==> src/rtl/operand_loader.sv <==
//==============================================================================
// Module      : operand_loader
// Description : Byte-wide operand sequencer; stages a 4-byte frame and commits
//               it atomically with a one-cycle load strobe. Optional mid-frame
//               idle timeout enabled by OPERAND_LOADER_TIMEOUT_EN.
// Revision    : 1.0 - initial release
//==============================================================================
`default_nettype none

module operand_loader #(
    parameter int unsigned TIMEOUT_CYCLES = 16
) (
    input  logic       clk,
    input  logic       reset,
    input  logic [7:0] byte_in,
    input  logic       byte_valid,
    output logic       byte_ready,
    input  logic       frame_clear,
    output logic [2:0] sel_out,
    output logic [7:0] register_2_lsb,
    output logic [7:0] register_2_msb,
    output logic [7:0] counter_value,
    output logic       counter_carry,
    output logic       load_strobe,
    output logic       frame_error
);

    // Field codes shared with the output mux
    localparam logic [2:0] MUX_SEL_REGISTER_2_LSB = 3'd0;
    localparam logic [2:0] MUX_SEL_REGISTER_2_MSB = 3'd1;
    localparam logic [2:0] MUX_SEL_COUNTER_VALUE  = 3'd2;
    localparam logic [2:0] MUX_SEL_COUNTER_CARRY  = 3'd3;

    typedef enum logic [2:0] {
        S_LSB    = 3'd0,
        S_MSB    = 3'd1,
        S_CNT    = 3'd2,
        S_CARRY  = 3'd3,
        S_COMMIT = 3'd4
    } state_t;

    state_t     state_q, state_d;
    logic [7:0] stg_lsb_q, stg_lsb_d;
    logic [7:0] stg_msb_q, stg_msb_d;
    logic [7:0] stg_cnt_q, stg_cnt_d;
    logic       err_q, err_d;
    logic       w_xfer;
    logic       w_commit;

`ifdef OPERAND_LOADER_TIMEOUT_EN
    localparam logic [7:0] C_TIMEOUT = 8'(TIMEOUT_CYCLES);
    logic [7:0] idle_q, idle_d;
    logic       w_mid_frame;
`endif

    assign byte_ready  = (state_q != S_COMMIT) && !frame_clear;
    assign w_xfer      = byte_valid && byte_ready;
    assign load_strobe = (state_q == S_COMMIT);
    assign frame_error = err_q;

    always_comb begin
        state_d   = state_q;
        stg_lsb_d = stg_lsb_q;
        stg_msb_d = stg_msb_q;
        stg_cnt_d = stg_cnt_q;
        err_d     = 1'b0;
        w_commit  = 1'b0;
        sel_out   = MUX_SEL_REGISTER_2_LSB;

        case (state_q)
            S_MSB:    sel_out = MUX_SEL_REGISTER_2_MSB;
            S_CNT:    sel_out = MUX_SEL_COUNTER_VALUE;
            S_CARRY,
            S_COMMIT: sel_out = MUX_SEL_COUNTER_CARRY;
            default:  sel_out = MUX_SEL_REGISTER_2_LSB;
        endcase

        if (state_q == S_COMMIT) begin
            state_d = S_LSB;
        end else if (frame_clear) begin
            state_d = S_LSB;
        end else if (w_xfer) begin
            case (state_q)
                S_LSB: begin
                    stg_lsb_d = byte_in;
                    state_d   = S_MSB;
                end
                S_MSB: begin
                    stg_msb_d = byte_in;
                    state_d   = S_CNT;
                end
                S_CNT: begin
                    stg_cnt_d = byte_in;
                    state_d   = S_CARRY;
                end
                default: begin
                    // Carry byte must be 0 or 1; anything else poisons the frame
                    if (byte_in[7:1] == 7'd0) begin
                        w_commit = 1'b1;
                        state_d  = S_COMMIT;
                    end else begin
                        err_d   = 1'b1;
                        state_d = S_LSB;
                    end
                end
            endcase
        end

`ifdef OPERAND_LOADER_TIMEOUT_EN
        w_mid_frame = (state_q == S_MSB) || (state_q == S_CNT) || (state_q == S_CARRY);
        idle_d      = idle_q;
        if (w_mid_frame && !frame_clear && !w_xfer) begin
            if (idle_q == C_TIMEOUT - 8'd1) begin
                err_d   = 1'b1;
                state_d = S_LSB;
            end else begin
                idle_d = idle_q + 8'd1;
            end
        end
        if (w_xfer || state_d == S_LSB) begin
            idle_d = 8'd0;
        end
`endif
    end

    always_ff @(posedge clk) begin
        if (reset) begin
            state_q        <= S_LSB;
            stg_lsb_q      <= 8'd0;
            stg_msb_q      <= 8'd0;
            stg_cnt_q      <= 8'd0;
            err_q          <= 1'b0;
            register_2_lsb <= 8'd0;
            register_2_msb <= 8'd0;
            counter_value  <= 8'd0;
            counter_carry  <= 1'b0;
        end else begin
            state_q   <= state_d;
            stg_lsb_q <= stg_lsb_d;
            stg_msb_q <= stg_msb_d;
            stg_cnt_q <= stg_cnt_d;
            err_q     <= err_d;
            if (w_commit) begin
                register_2_lsb <= stg_lsb_q;
                register_2_msb <= stg_msb_q;
                counter_value  <= stg_cnt_q;
                counter_carry  <= byte_in[0];
            end
        end
    end

`ifdef OPERAND_LOADER_TIMEOUT_EN
    always_ff @(posedge clk) begin
        if (reset) begin
            idle_q <= 8'd0;
        end else begin
            idle_q <= idle_d;
        end
    end
`endif

endmodule

`default_nettype wire

==> config.mk <==
export PLATFORM = sky130hd
export DESIGN_NAME = operand_loader
export DESIGN_NICKNAME = d
export VERILOG_FILES = /design/src/rtl/operand_loader.sv
export SDC_FILE = /design/constraint.sdc
export NUM_CORES = 1
export LEC_CHECK = 0
export BUFFER_PORTS_ARGS = -buffer_cell sky130_fd_sc_hd__clkbuf_2
export CAP_MARGIN = 20
export CORE_UTILIZATION = 29
export DETAILED_ROUTE_END_ITERATION = 7
export SLEW_MARGIN = 15
export SYNTH_ARGS = -nofsm -noshare
export SYNTH_HDL_FRONTEND = slang
export SYNTH_SLANG_ARGS = --single-unit
==> constraint.sdc <==
create_clock -name clk -period 2.9 [get_ports clk]
set_clock_uncertainty 0.05 [all_clocks]
set_input_delay 0.58 -clock clk [delete_from_list [all_inputs] [get_ports clk]]
set_output_delay 0.58 -clock clk [all_outputs]
set_load 0.01 [all_outputs]
==> summary.txt, run 1 <==
STA
  – Setup-failing EPs final: 0
  – F_max: 0.435 GHz
  – Worst Hold Slack: 0.422 ns
  – Slew @ Worst Pin: 0.674 ns
  – Fin crit period: 2.30 ns
  – Slew HR: 0.550
  – Slew Limit Fails: 0
  – Setup TNS: 0 ns
  – Period utilisation layout: 0.793
  – Final Hold Fails: 0
  – RSZ-0062 raised after global routing: no
  – Setup slack after layout: 0.599 ns

Route
  – Number of DRC markers in iteration 0: 148
  – DRC viols: 0
  – Vias: 1,802
  – Post-Route WL: 4960 microns
  – Vias per cell: 4.62
  – First-pass DRT Iterations: 4
  – Routed length per placed instance: 12.7 microns
  – Post-route ant nets: 0

Power
  – LEAKAGE: 0.910 nW
  – Pint: 0.938 mW
  – Switching share of power: 0.240
  – Clk pwr share: 0.332
  – Worst vdd rail ir drop: 243 uV
  – P per Cell Area: 465 nW/um^2
  – Power, Total: 1.23 mW
  – Seq pwr share: 0.600
  – Psw: 0.296 mW
  – Gate power share: 0.068

Placement
  – Pre-CTS WS: 0.889 ns
  – Final RePlAce weighted congestion: 0.830
  – Dpl cells: 382
  – Dpl hpwl: 3420 microns
  – PortBufs: 41

Layout
  – Commonest non-fill, non-tap cell in the layout: dfxtp_1
  – Non-Filler Instances: 390
  – Nets: 299
  – Area growth, synth to finish: 13.8%
  – Most frequent cells in the layout: dfxtp_1 (53), nand2b_1 (52), clkbuf_2 (41)
  – Layout cell share with drive strength beyond 1: 0.194
  – Diode count: 0

Clock tree
  – Worst skew pair latency: 0.30 ns
  – CTS H-tree lvls: 2
  – Bufs on Longest Clock Path: 2
  – Clock sink total: 53
  – Number of setup buffers added after CTS: 0
  – Resize count post-CTS: 0
  – Reg clk slew, reported paths: 0.10 ns
  – CTS hold repair buffers: 0
  – CTS tree: done
  – Num CTS Buffers: 5
  – Root buf cell: clkbuf_8

Worst setup path
  – CP max FO: 11
  – Critical path required time: 2.27 ns
  – Worst reg2reg startpoint: state_q[2]
  – CP Capture Type: output port
  – Reg2reg setup slack: 1.27 ns
  – CP max stage cell: nor2_1
  – Startpoint Class: register
  – Crit path from: state_q[0]
  – Critical-path cell list: nor2_1, nand2_1, o21ai_0, clkbuf_2
  – CP delay by family, top: simple AND/OR/NAND/NOR gates
  – Worst EP arrival: 1.67 ns
  – CP bufs+invs: 1
  – Crit Path Class: reg -> out
  – Worst path max stage delay: 0.52 ns

Hold path
  – Worst min path class: reg -> reg
  – HP Start: stg_cnt_q[3]

Global route
  – Vias in the first global route: 1,718
  – Global-route wire length before repair: 8350 microns
  – Congestion Overflow GR: 0
  – Largest net degree at the start of global routing: 50
  – GRT Util Overall: 0.123
  – Initial antenna violation count: 0

Outcome
  – Outcome: finished clean

Job
  – Maximum capacitance violations: 0

Floorplan
  – Row count: 32
  – I/O pin total: 43
  – Initial Util: 0.300
  – Die Y: 91.7 microns
  – Die ar.: 8400 sq um
  – Chip Width: 91.7 microns
  – Core Area: 7770 sq um

Synth
  – #FFs+latches synth: 53
  – Syn Std Cell Area: 2330 sq um
  – Post-synthesis net count: 269
  – Post-Syn Instances: 257
  – Yosys warning count: 0
  – Register area share after synthesis: 0.455
  – Avg Inst Size Synth: 9.07 sq um
  – Yosys cell types: 28
[cells in the mapped netlist]
cell type  number  area share
conb_1          1      0.0016
buf_12          2       0.017
nand2b_1       52        0.14
a32oi_1         1      0.0038
nor2_1          2      0.0032
o21ai_0        28       0.060
buf_2           4      0.0086
clkbuf_1       12       0.019
nor3_1          3      0.0064
nor2b_1         3      0.0081
nor3b_1         1      0.0032
o21ba_2         1      0.0043
and4_1          1      0.0038
or3b_2          1      0.0038
or2_1           1      0.0027
clkbuf_2        1      0.0021
a211oi_1        1      0.0032
buf_4           1      0.0032
mux2i_1        25        0.11
nand2_1         2      0.0032
maj3_2          1      0.0048
nand3_1        24       0.052
nor4_1          1      0.0027
a21oi_1        27       0.058
inv_1           5      0.0081
dfxtp_1        53        0.46
nor3b_2         1      0.0054
buf_6           2      0.0097
[registers in the layout, summed over array words and instances, names as in the netlist]
register        flops
counter_carry       1
counter_value       8
frame_error         1
register_2_lsb      8
register_2_msb      8
state_q             3
stg_cnt_q           8
stg_lsb_q           8
stg_msb_q           8
[stage by stage]
stage,area (sq um),util
2_1_floorplan,2330,-
3_3_place_gp,2570,0.330
3_5_place_dp,2570,0.330
4_1_cts,2650,0.342
5_1_grt,2650,0.342
6_report,2650,0.342
[logic make-up after synthesis]
family,Yosys count,synth area share
AND/OR/NAND/NOR,92,0.234
multiplexers,25,0.107
other,1,0.00161
buffers and inverters,27,0.0682
AO/OA/AOI/OAI,58,0.129
flip-flops,53,0.455
adder cells (fa/ha/maj),1,0.00483
[worst paths after layout]
check,to,cells past startpoint
hold reg to reg,counter_value[3],2
setup / recovery,sel_out[0],4
setup reg to reg,stg_cnt_q[0],3
hold / removal,counter_value[3],2
[power groups by stage]
stage | Clock (mW) | Combinational (mW) | Sequential [mW]
after floorplan | 0 | 0.0570 | 0.754
after global placement | 0 | 0.0846 | 0.757
after detailed placement | 0 | 0.0849 | 0.757
after CTS | 0.430 | 0.0852 | 0.740
after global routing | 0.462 | 0.0945 | 0.742
final | 0.410 | 0.0843 | 0.740
[routing by layer]
layer  share of wire  global-route usage  up-vias
li1                -                   -      933
met1            0.50               0.172      821
met2            0.45               0.191       46
met3           0.053              0.0299        2
met4          0.0016              0.0278        0
met5               0                   0        -
[cell type report]
class / instances / area, sq um
fillers: 840 / 5110
inverters: 5 / 18.8
well taps: 102 / 128
flip-flops and latches: 53 / 1060
multi-input cells: 177 / 1110
repair buffers: 45 / 248
clock buffers: 6 / 72.6
clock inverters: 2 / 15.0
[worst register-to-register path, cell delays in order (launching register included)]
cell	delay, ns
dfxtp_1	0.41
or3b_2	0.72
o21ai_0	0.23
a21oi_1	0.09
Note: power is estimated with default switching activity, not from simulation.
==> inputs of run 2 (changes only) <==
==> constraint.sdc (replaced) <==
create_clock -name clk -period 2.3 [get_ports clk]
set_clock_uncertainty 0.05 [all_clocks]
set_input_delay 0.46 -clock clk [delete_from_list [all_inputs] [get_ports clk]]
set_output_delay 0.46 -clock clk [all_outputs]
set_load 0.01 [all_outputs]
==> summary.txt, run 2 (same netlist as run 1, synthesis figures left out) <==
Outcome
  – Outcome: finished clean

STA
  – Final Hold Fails: 0
  – Period utilisation layout: 0.881
  – Slew @ Worst Pin: 0.627 ns
  – Slew HR: 0.581
  – Fin crit period: 2.03 ns
  – Slew Limit Fails: 0
  – Worst Hold Slack: 0.383 ns
  – RSZ-0062 raised after global routing: no
  – F_max: 0.493 GHz
  – Setup-failing EPs final: 0
  – Setup TNS: 0 ns

Worst setup path
  – CP Capture Type: output port
  – Startpoint Class: register
  – Worst path max stage delay: 0.42 ns
  – Crit Path Class: reg -> out
  – Worst reg2reg startpoint: state_q[2]
  – Critical-path cell list: nor2_2, nand2_1, o21ai_0, clkbuf_2
  – CP delay by family, top: simple AND/OR/NAND/NOR gates
  – Crit path from: state_q[0]
  – CP bufs+invs: 1
  – Worst EP arrival: 1.52 ns
  – Reg2reg setup slack: 0.69 ns
  – Worst-case reg-to-reg path depth: 4
  – Cell count along the critical path: 4
  – Critical path required time: 1.79 ns
  – R2r endpoint: register_2_msb[3]
  – CP max FO: 11
  – CP max stage cell: dfxtp_1

Global route
  – Congestion Overflow GR: 0
  – GRT Util Overall: 0.129
  – Initial antenna violation count: 0
  – Vias in the first global route: 1,761
  – Global-route wire length before repair: 8490 microns
  – Largest net degree at the start of global routing: 37

Floorplan
  – Die Y: 91.7 microns
  – I/O pin total: 43
  – Die ar.: 8400 sq um
  – Initial Util: 0.300
  – Row count: 32
  – Chip Width: 91.7 microns
  – Core Area: 7770 sq um

Layout
  – Commonest non-fill, non-tap cell in the layout: dfxtp_1
  – Footprint of the multi-input gates: 1110 sq um
  – Post-route cell area: 2650 sq um
  – FILL cells: 853
  – Register area: 1060 sq um
  – Layout cell share with drive strength beyond 1: 0.201
  – Diode count: 0
  – Most frequent cells in the layout: dfxtp_1 (53), nand2b_1 (52), clkbuf_2 (41)
  – Nets: 300
  – Area growth, synth to finish: 13.5%

Clock tree
  – Clock sink total: 53
  – Reg clk slew, reported paths: 0.09 ns
  – Bufs on Longest Clock Path: 2
  – Root buf cell: clkbuf_8
  – CTS H-tree lvls: 2
  – Num CTS Buffers: 5
  – Number of setup buffers added after CTS: 0
  – CTS tree: done
  – CTS hold repair buffers: 0
  – Worst skew pair latency: 0.31 ns

Power
  – Worst vdd rail ir drop: 228 uV
  – Seq pwr share: 0.602
  – Clk pwr share: 0.330
  – LEAKAGE: 0.919 nW
  – P per Cell Area: 586 nW/um^2
  – Switching share of power: 0.240
  – Pint: 1.18 mW
  – Gate power share: 0.068
  – Power, Total: 1.55 mW
  – Psw: 0.372 mW

Hold path
  – HP Start: frame_clear
  – Worst min path class: in -> reg
  – Worst hold path depth: 2
  – Hold endpoint: state_q[0]

Route
  – Post-route ant nets: 0
  – Vias: 1,852
  – DRC viols: 0
  – Post-Route WL: 5010 microns
  – Routed length per placed instance: 12.8 microns
  – Number of DRC markers in iteration 0: 73
  – First-pass DRT Iterations: 4
  – Vias per cell: 4.74

Placement
  – Dpl hpwl: 3410 microns
  – Final RePlAce weighted congestion: 0.832
  – PortBufs: 41
  – Dpl cell area: 2560 sq um

Job
  – Maximum capacitance violations: 0
==> run 2: final cells by class <==
cell class	instances	share of cell area
Multi-Input combinational cell	177	0.421
Sequential cell	53	0.401
Timing Repair Buffer	46	0.0917
Tap cell	102	0.0482
Clock buffer	6	0.0274
Inverter	5	0.00709
Clock inverter	2	0.00378
==> run 2: timing repair <==
item	CTS	global route
endpoints found under the hold margin	0	0
setup endpoints to repair	0	3
resized for setup	0	1
==> run 2: worst max path at each step <==
stage | to | slack, ns
2_1_floorplan | sel_out[0] | 0.69
3_3_place_gp | register_2_lsb[2] | 0.47
3_5_place_dp | sel_out[0] | 0.42
4_1_cts | sel_out[0] | 0.07
5_1_grt | sel_out[0] | 0.12
6_report | sel_out[0] | 0.27
==> run 2: stage by stage <==
| step | setup WS [ns] | std cells | utilization |
|---|---|---|---|
| floorplan | 0.693 | 257 | - |
| global placement | 0.473 | 383 | 0.330 |
| detailed placement | 0.423 | 383 | 0.330 |
| CTS | 0.0671 | 391 | 0.340 |
| global route | 0.118 | 391 | 0.341 |
| finish | 0.273 | 391 | 0.341 |
==> run 2: metal layers <==
metal	up-vias	GRT usage	wire length (microns)
met5	-	0	0
met4	0	0.0556	91
met3	8	0.0265	194
met2	40	0.194	2210
met1	868	0.177	2510
li1	936	-	-
==> run 2: power groups by stage <==
stage	combinational (mW)	sequential, mW	clock [mW]
after floorplan	0.0719	0.951	0
after detailed placement	0.106	0.955	0
after global placement	0.105	0.954	0
after CTS	0.106	0.934	0.537
final	0.105	0.934	0.511
after global routing	0.118	0.936	0.564
==> run 2: worst register-to-register path: stages (launching register included) <==
cell     delay [ns]
dfxtp_1        0.53
maj3_2         0.29
and4_1         0.20
buf_4          0.26
mux2i_1        0.21
